===== config.mk =====
export PLATFORM = sky130hd
export DESIGN_NAME = klein_64_dec
export DESIGN_NICKNAME = d
export VERILOG_FILES = /design/src/rtl/klein_64_dec.sv
export SDC_FILE = /design/constraint.sdc
export NUM_CORES = 1
export LEC_CHECK = 0
export BUFFER_PORTS_ARGS = -buffer_cell sky130_fd_sc_hd__buf_2
export CAP_MARGIN = 20
export CORE_MARGIN = 2
export CORE_UTILIZATION = 60
export DETAILED_ROUTE_END_ITERATION = 10
export PLACE_DENSITY = 0.76
export SYNTH_ARGS = -nofsm -noshare
export SYNTH_HDL_FRONTEND = slang
export SYNTH_SLANG_ARGS = --single-unit

===== constraint.sdc =====
create_clock -name ck -period 5 [get_ports ck]
set_clock_uncertainty 0.15 [all_clocks]
set_input_delay 0.5 -clock ck [delete_from_list [all_inputs] [get_ports ck]]
set_output_delay 0.5 -clock ck [all_outputs]
set_load 0.01 [all_outputs]

===== src/rtl/klein_64_dec.sv =====
// klein_64_dec: byte-serial KLEIN-64 decryption core.
//
// Takes a 64-bit ciphertext and key as eight byte beats (byte 0 first),
// rolls the key forward to the last round key, runs 12 inverse rounds
// (one per cycle) while rolling the key back, and returns the plaintext
// as eight byte beats.
//
// Ports:
//   ck     in   clock, rising edge
//   rst    in   synchronous active-high reset
//   start  in   one-cycle pulse in IDLE; marks byte 0 of a new block
//   inp    in   [0:7] ciphertext byte, bit 0 = MSB
//   key    in   [0:7] key byte, same beats as inp
//   ready  out  high during the 8 output beats
//   out    out  [0:7] plaintext byte, 8'h00 while ready is low
module klein_64_dec #(
    parameter int NR = 12
) (
    input  logic       ck,
    input  logic       rst,
    input  logic       start,
    input  logic [0:7] inp,
    input  logic [0:7] key,
    output logic       ready,
    output logic [0:7] out
);

    typedef enum logic [2:0] {
        ST_IDLE,
        ST_LOAD,
        ST_EXPAND,
        ST_ROUND,
        ST_OUT
    } state_t;

    state_t      state_q, state_d;
    logic [3:0]  cnt_q, cnt_d;
    logic [63:0] s_q, s_d;
    logic [63:0] k_q, k_d;
    logic        ready_d;
    logic [7:0]  out_d;

    // Nibble S-box; an involution, so it also serves as its own inverse.
    function automatic logic [3:0] sbox(input logic [3:0] x);
        case (x)
            4'h0: sbox = 4'h7;  4'h1: sbox = 4'h4;  4'h2: sbox = 4'hA;  4'h3: sbox = 4'h9;
            4'h4: sbox = 4'h1;  4'h5: sbox = 4'hF;  4'h6: sbox = 4'hB;  4'h7: sbox = 4'h0;
            4'h8: sbox = 4'hC;  4'h9: sbox = 4'h3;  4'hA: sbox = 4'h2;  4'hB: sbox = 4'h6;
            4'hC: sbox = 4'h8;  4'hD: sbox = 4'hE;  4'hE: sbox = 4'hD;  default: sbox = 4'h5;
        endcase
    endfunction

    function automatic logic [7:0] sbox_byte(input logic [7:0] x);
        return {sbox(x[7:4]), sbox(x[3:0])};
    endfunction

    function automatic logic [63:0] sub64(input logic [63:0] v);
        logic [63:0] r;
        for (int n = 0; n < 16; n++) r[4*n +: 4] = sbox(v[4*n +: 4]);
        return r;
    endfunction

    function automatic logic [7:0] xt(input logic [7:0] b);
        return {b[6:0], 1'b0} ^ (b[7] ? 8'h1B : 8'h00);
    endfunction

    // GF(2^8) multiply by a 4-bit constant built from xtime terms.
    function automatic logic [7:0] gmul(input logic [7:0] a, input logic [3:0] c);
        logic [7:0] x2, x4, x8;
        x2 = xt(a);
        x4 = xt(x2);
        x8 = xt(x4);
        return ({8{c[0]}} & a) ^ ({8{c[1]}} & x2) ^ ({8{c[2]}} & x4) ^ ({8{c[3]}} & x8);
    endfunction

    // AES InvMixColumns on one 4-byte column, byte 0 in the top bits.
    function automatic logic [31:0] inv_mix_col(input logic [31:0] c);
        logic [7:0] s0, s1, s2, s3;
        s0 = c[31:24]; s1 = c[23:16]; s2 = c[15:8]; s3 = c[7:0];
        return {gmul(s0, 4'hE) ^ gmul(s1, 4'hB) ^ gmul(s2, 4'hD) ^ gmul(s3, 4'h9),
                gmul(s0, 4'h9) ^ gmul(s1, 4'hE) ^ gmul(s2, 4'hB) ^ gmul(s3, 4'hD),
                gmul(s0, 4'hD) ^ gmul(s1, 4'h9) ^ gmul(s2, 4'hE) ^ gmul(s3, 4'hB),
                gmul(s0, 4'hB) ^ gmul(s1, 4'hD) ^ gmul(s2, 4'h9) ^ gmul(s3, 4'hE)};
    endfunction

    function automatic logic [63:0] ks(input logic [63:0] k, input logic [7:0] i);
        logic [31:0] ar, br, ap, bp;
        ar = {k[55:32], k[63:56]};
        br = {k[23:0], k[31:24]};
        ap = br;
        bp = ar ^ br;
        ap[15:8]  = ap[15:8] ^ i;
        bp[23:16] = sbox_byte(bp[23:16]);
        bp[15:8]  = sbox_byte(bp[15:8]);
        return {ap, bp};
    endfunction

    function automatic logic [63:0] inv_ks(input logic [63:0] k, input logic [7:0] i);
        logic [31:0] ap, bp, ar, br;
        ap = k[63:32];
        bp = k[31:0];
        bp[23:16] = sbox_byte(bp[23:16]);
        bp[15:8]  = sbox_byte(bp[15:8]);
        ap[15:8]  = ap[15:8] ^ i;
        br = ap;
        ar = bp ^ ap;
        return {ar[7:0], ar[31:8], br[7:0], br[31:8]};
    endfunction

    function automatic logic [63:0] inv_round(input logic [63:0] s, input logic [63:0] k);
        logic [63:0] t, m;
        t = s ^ k;
        m = {inv_mix_col(t[63:32]), inv_mix_col(t[31:0])};
        return sub64({m[15:0], m[63:16]});
    endfunction

    // Byte j of v, byte 0 being the most significant.
    function automatic logic [7:0] byte_sel(input logic [63:0] v, input logic [2:0] j);
        logic [63:0] sh;
        sh = v << {j, 3'b000};
        return sh[63:56];
    endfunction

    logic [7:0] exp_i, rnd_i;
    assign exp_i = {4'b0000, cnt_q} + 8'd1;
    assign rnd_i = 8'(NR) - {4'b0000, cnt_q};

    always_comb begin
        state_d = state_q;
        cnt_d   = cnt_q;
        s_d     = s_q;
        k_d     = k_q;
        ready_d = 1'b0;
        out_d   = 8'h00;
        case (state_q)
            ST_IDLE: begin
                if (start) begin
                    s_d     = {s_q[55:0], inp};
                    k_d     = {k_q[55:0], key};
                    cnt_d   = 4'd1;
                    state_d = ST_LOAD;
                end
            end
            ST_LOAD: begin
                s_d = {s_q[55:0], inp};
                k_d = {k_q[55:0], key};
                if (cnt_q == 4'd7) begin
                    cnt_d   = 4'd0;
                    state_d = ST_EXPAND;
                end else begin
                    cnt_d = cnt_q + 4'd1;
                end
            end
            ST_EXPAND: begin
                k_d = ks(k_q, exp_i);
                if (cnt_q == 4'(NR - 1)) begin
                    cnt_d   = 4'd0;
                    state_d = ST_ROUND;
                end else begin
                    cnt_d = cnt_q + 4'd1;
                end
            end
            ST_ROUND: begin
                s_d = inv_round(s_q, k_q);
                k_d = inv_ks(k_q, rnd_i);
                if (cnt_q == 4'(NR - 1)) begin
                    // Present beat 0 on the same edge that finishes the last round.
                    cnt_d   = 4'd0;
                    state_d = ST_OUT;
                    ready_d = 1'b1;
                    out_d   = byte_sel(s_d ^ k_d, 3'd0);
                end else begin
                    cnt_d = cnt_q + 4'd1;
                end
            end
            ST_OUT: begin
                if (cnt_q == 4'd7) begin
                    cnt_d   = 4'd0;
                    state_d = ST_IDLE;
                end else begin
                    cnt_d   = cnt_q + 4'd1;
                    ready_d = 1'b1;
                    out_d   = byte_sel(s_q ^ k_q, cnt_q[2:0] + 3'd1);
                end
            end
            default: begin
                state_d = ST_IDLE;
                cnt_d   = 4'd0;
            end
        endcase
    end

    always_ff @(posedge ck) begin
        if (rst) begin
            state_q <= ST_IDLE;
            cnt_q   <= 4'd0;
            s_q     <= 64'd0;
            k_q     <= 64'd0;
            ready   <= 1'b0;
            out     <= 8'h00;
        end else begin
            state_q <= state_d;
            cnt_q   <= cnt_d;
            s_q     <= s_d;
            k_q     <= k_d;
            ready   <= ready_d;
            out     <= out_d;
        end
    end

endmodule


* Word level (Yosys, flattened, before mapping) *
Memories as Yosys holds them, arrays and structs flattened. A register that Yosys moved wholly into a read port is not among the register bits.
Cells that the tools add are included.

storage, ports and cells
  register bits = 144
  memory bits (read-only) = 1536
  input bits = 19
  output and inout bits = 9
  word-level logic and storage cells = 236
  memories kept = 24

operators by class
  add/sub/neg operators = 4
  equality and inequality tests = 11
  shifts and indexed selects = 1
  multiplexer cells = 72
  bitwise logic cells = 110
  reductions and logical operators = 8

memory list
  name              words  bits a word  rd ports  clocked after memory_dff  write ports  line  source
  (name not given)  16     4            1         0                         0            45    case (x)
  (name not given)  16     4            1         0                         0            45
  (name not given)  16     4            1         0                         0            45
  (name not given)  16     4            1         0                         0            45
  (name not given)  16     4            1         0                         0            45
  (name not given)  16     4            1         0                         0            45
  +18 memories      -      -            -         -                         -            -

operator list
  operator             number
  $xor 8x8->8          87
  $pmux 64 s4          1
  $pmux 64 s3          1
  $xor 8x5->8          19
  $mux 64              2
  $xor 64x64->64       2
  $mux 4               31
  $mux 5               24
  $shl 64x6->64        1
  $xor 32x32->32       2
  $mux 8               2
  $pmux 8 s2           1
  $mux 3               5
  $pmux 3 s5           1
  $pmux 4 s3           1
  $ne 2x2->1 const B   5
  $eq 3x2->1 const B   2
  $add 4x1->5 const B  1
  $reduce_and 5->1     1
  $sub 4x4->5 const A  1
  $add 4x1->4 const B  1
  $eq 4x3->1 const B   1
  $eq 4x4->1 const B   1
  $reduce_and 2->1     2
  other kinds (9)      11

* Logic depth before layout (Yosys ltp) *
An unclocked memory read counts as a cell.

  depth after elaboration = 16
  gate-level depth with buffers = 16
  mapped depth without buffers = 15

* Worst setup path before layout *
OpenSTA, ideal clock, no wires.

  kind = register to register
  start point = register k_q[38]
  end point = register s_q[30]
  setup time = 65 ps
  arrival time = 3661 ps
  required time = 4785 ps
  setup slack = 1124 ps
  stages on the path, launching flop included = 13
  buffers on the path = 1
  period minus slack after synthesis = 3876 ps
  path through = dfxtp_1 > buf_2 > xnor2_2 > xor2_2 > xnor3_1 > xor3_1 > xnor2_1 > inv_1 > ha_1 > mux4_2 > a211oi_1 > a21oi_1 > nor2_1

between the ends
  longest elaborated chain between the ends = 10
  elaborated cells on any way between the ends = 11
  those cells by class = mux: 3; bitwise: 7; memory: 1

RTL lines
  what                      line  source
  from (decl)               39    logic [63:0] k_q, k_d;
  from (signal assigned)    205   k_q <= k_d;
  $xor 64x64->64 (*)        112   t = s ^ k;
  $xor 8x5->8               64    return {b[6:0], 1'b0} ^ (b[7] ? 8'h1B : 8'h00);
  $mux 5                    64
  $xor 8x5->8 (2 in a row)  64
  $xor 8x8->8 (*)           73    return ({8{c[0]}} & a) ^ ({8{c[1]}} & x2) ^ ({8{c[2]}} & x4) ^ ({8{c[3]}} & x8);
  $xor 8x8->8 (*)           82    gmul(s0, 4'hD) ^ gmul(s1, 4'h9) ^ gmul(s2, 4'hE) ^ gmul(s3, 4'hB),
  $mem_v2 16x4 (*)          -
  $mux 4 (*)                135   case (state_q)
  $pmux 64 s3 (*)           135
  to (signal assigned)      197   s_q <= 64'd0;
  to (signal assigned)      204   s_q <= s_d;
  to (decl)                 38    logic [63:0] s_q, s_d;

Mark *: on every way between the ends. The rest lies on a longest branch, timed or not. The select of a mux whose other input is x is not followed.
A chain may end at the register's enable or synchronous reset.

* Final worst setup path *
Ends and elaborated chain as after synthesis.

==> results.json <==
{
  "outcome": "completed",
  "clk_pin_slew_ns": 0.07,
  "dr.pass1.iters": 7,
  "wl_per_cell_um": 23.6,
  "tns_ns": 0,
  "cts_resized": 0,
  "antenna_found_initial": 0,
  "nNetsFinal": 2094,
  "grt_max_degree": 89,
  "slowest_stage": "xnor3_1",
  "path_buf_inv": 1,
  "grt_overflow": 0,
  "synth.net_count": 2100,
  "grt_pass1_wl_um": 85700,
  "die-height_um": 177,
  "clock_sinks": 160,
  "rows": 63,
  "synth_edf_count": 0,
  "rsz0062_at_grt": "no",
  "end_kind": "flop",
  "numCtsBuffers": 17,
  "ys_warn_count": 0,
  "fin_ws_ns": 0.639,
  "hold_violations": 0,
  "ys.flop_type": "dfxtp_1",
  "cp_data_required_time_ns": 5.24,
  "synthesis.area_um2": 18100,
  "layout_worst_path_cycle_share_pct": 87.2,
  "cp_slowest_stage_delay_ns": 0.60,
  "tightest_slew_ns": 0.933,
  "pre_cts_ws_ns": 0.682,
  "place_hpwl_um": 42100,
  "ys_async_sr_fraction_pct": 0,
  "cp-start-kind": "flop",
  "htree_levels": 4,
  "antenna_cells": 0,
  "ff_latch_area_um2": 3200,
  "num_vias": 15103,
  "ant_nets": 0,
  "maxSlewViolCount": 0,
  "grt_pass1_vias": 14645,
  "drc_errors": 0,
  "avgSynthCellArea_um2": 9.17,
  "io_pins": 28,
  "period_minus_slack_ns": 4.36,
  "cts.path.max_buffers": 2,
  "start_util_pct": 60.9,
  "worstSetupPathType": "reg -> reg",
  "path_cells": "xnor2_2 > xor2_2 > xnor3_1 > xor3_1 > xnor2_1 > inv_1 > ha_1 > mux4_2 > a211oi_1 > a21oi_1 > nor2_1",
  "yosysSeqAreaShare_pct": 17.7,
  "cts_tree": "yes",
  "stdcell_count": 2365,
  "fmax_mhz": 229,
  "root_buffer": "clkbuf_16",
  "drive_gt1_share_pct": 12.9,
  "die-area_um2": 31500,
  "die_width_um": 177,
  "max-slew-margin-rel_pct": 37.8,
  "grt_util_all_layers_pct": 35.9,
  "synthCells": 1968,
  "clk_latency_ns": 0.46,
  "io_buffers": 27,
  "postCtsSetupBuffers": 0,
  "viasPerCell": 6.39,
  "fillerInstances": 2500,
  "maxCapViolCount": 0,
  "cp_max_fo": 7,
  "coreArea_um2": 29600,
  "multi_input_area_um2": 14000,
  "dr.first_iter.drc_count": 1725,
  "area_growth_pct": 7.23,
  "synthDistinctLibCells": 68,
  "dp_cells": 2332,
  "ys_ff_latch": 160,
  "holdBufCountCts": 0,
  "crit_family": "XOR/XNOR gates",
  "holdWs_ns": 0.145,
  "hold_class": "in -> reg",
  "routabilityCongestion": 1.04,
  "worst_ep_arrival_time_ns": 4.60,
  "setup_viol": 0,
  "routed_wirelength_um": 55800
}
flip-flops by register name, summed over array words and instances, names as in the netlist, named ones only:
register	flops
k_q	64
s_q	64
out	8
cnt_q	4
state_q	3
ready	1
worst min-delay path: stages:
cell	delay (ns)
buf_2	0.10
nand2_1	0.05
a31oi_1	0.06
synthesized netlist by cell type (4+ instances only):
| master | number | share of area [%] |
|---|---|---|
| nor2_1 | 194 | 4.0 |
| a221oi_1 | 6 | 0.29 |
| inv_1 | 98 | 2.0 |
| xor3_1 | 12 | 1.6 |
| o21a_1 | 5 | 0.21 |
| clkbuf_1 | 96 | 2.0 |
| o21ai_1 | 15 | 0.42 |
| mux2i_1 | 53 | 2.9 |
| xnor2_4 | 6 | 0.91 |
| o31ai_1 | 9 | 0.37 |
| o221ai_1 | 13 | 0.63 |
| buf_2 | 11 | 0.30 |
| nand3_1 | 19 | 0.53 |
| a31oi_1 | 6 | 0.21 |
| or3_1 | 6 | 0.21 |
| xor2_1 | 83 | 4.0 |
| nand2b_1 | 8 | 0.28 |
| xnor2_2 | 29 | 2.6 |
| dfxtp_1 | 160 | 18 |
| a311oi_1 | 9 | 0.44 |
| inv_2 | 6 | 0.12 |
| o22ai_1 | 23 | 0.80 |
| xnor3_1 | 74 | 9.2 |
| o21ai_0 | 71 | 2.0 |
| nor3_1 | 46 | 1.3 |
| and2_1 | 17 | 0.59 |
| a21o_1 | 4 | 0.17 |
| o2111ai_1 | 12 | 0.58 |
| mux4_2 | 54 | 6.7 |
| a21oi_1 | 94 | 2.6 |
| xnor3_2 | 4 | 0.53 |
| nor4_1 | 8 | 0.28 |
| a211oi_1 | 79 | 3.3 |
| ha_1 | 113 | 7.8 |
| a211o_1 | 6 | 0.29 |
| nand2_1 | 125 | 2.6 |
| buf_1 | 8 | 0.17 |
| o211ai_1 | 23 | 0.96 |
| xnor2_1 | 302 | 15 |
| mux2_2 | 13 | 0.81 |
| xor2_2 | 4 | 0.36 |
final cells by class:
class | instances | share of cell area [%]
Clock buffer | 19 | 2.29
Clock inverter | 13 | 0.672
Inverter | 104 | 2.02
Multi-Input combinational cell | 1587 | 72.6
Sequential cell | 160 | 16.5
Tap cell | 390 | 2.52
Timing Repair Buffer | 92 | 3.40
routing by layer:
layer / GRT usage [%] / vias up / part of all wire, %
li1: - / 6860 / -
met1: 46.8 / 7285 / 40
met2: 57.1 / 799 / 46
met3: 6.00 / 159 / 8.5
met4: 19.0 / 0 / 5.5
met5: 0 / - / 0
stage by stage:
stage	cell area, um2	utilization, %
floorplan	18100	-
global placement	18800	63.3
detailed placement	18800	63.3
CTS	19300	65.2
global route	19400	65.3
finish	19400	65.3
kinds of logic after synthesis:
logic type,after synthesis,share of synthesized area (%)
and+or+nand+nor,434,10.2
AOI/OAI and AO/OA,403,14.7
xor gates and xnor gates,517,34.3
adders and majority gates,113,7.83
DFF,160,17.7
muxes,120,10.5
buffers and inverters,221,4.71
path summary, 6_finish.rpt:
path | start | to | slack (ns) | cells past startpoint
max reg2reg | k_q[38] | s_q[30] | 0.64 | 11
min reg2reg | s_q[50] | s_q[50] | 0.34 | 2
max | k_q[38] | s_q[30] | 0.64 | 11
min | inp[2] | s_q[5] | 0.14 | 3
layout by cell type, fill, tap and decap left out, types with 6 or more instances in the layout:
cell type,count
a211o_1,6
a211oi_1,79
a21oi_1,92
a221oi_1,6
a311oi_1,9
a31oi_1,6
and2_1,17
buf_2,26
buf_4,64
clkbuf_16,17
dfxtp_1,159
ha_1,113
inv_1,98
inv_2,6
mux2_2,13
mux2i_1,53
mux4_2,54
nand2_1,123
nand2b_1,7
nand3_1,19
nor2_1,193
nor3_1,46
nor4_1,8
o2111ai_1,12
o211ai_1,23
o21ai_0,71
o21ai_1,15
o221ai_1,13
o22ai_1,23
o31ai_1,9
or3_1,6
xnor2_1,302
xnor2_2,29
xnor2_4,6
xnor3_1,74
xor2_1,82
xor3_1,12
Power is left out: the tool's default activity adds up to more than one toggle a clock period on the data nets, which glitch-free logic cannot reach.
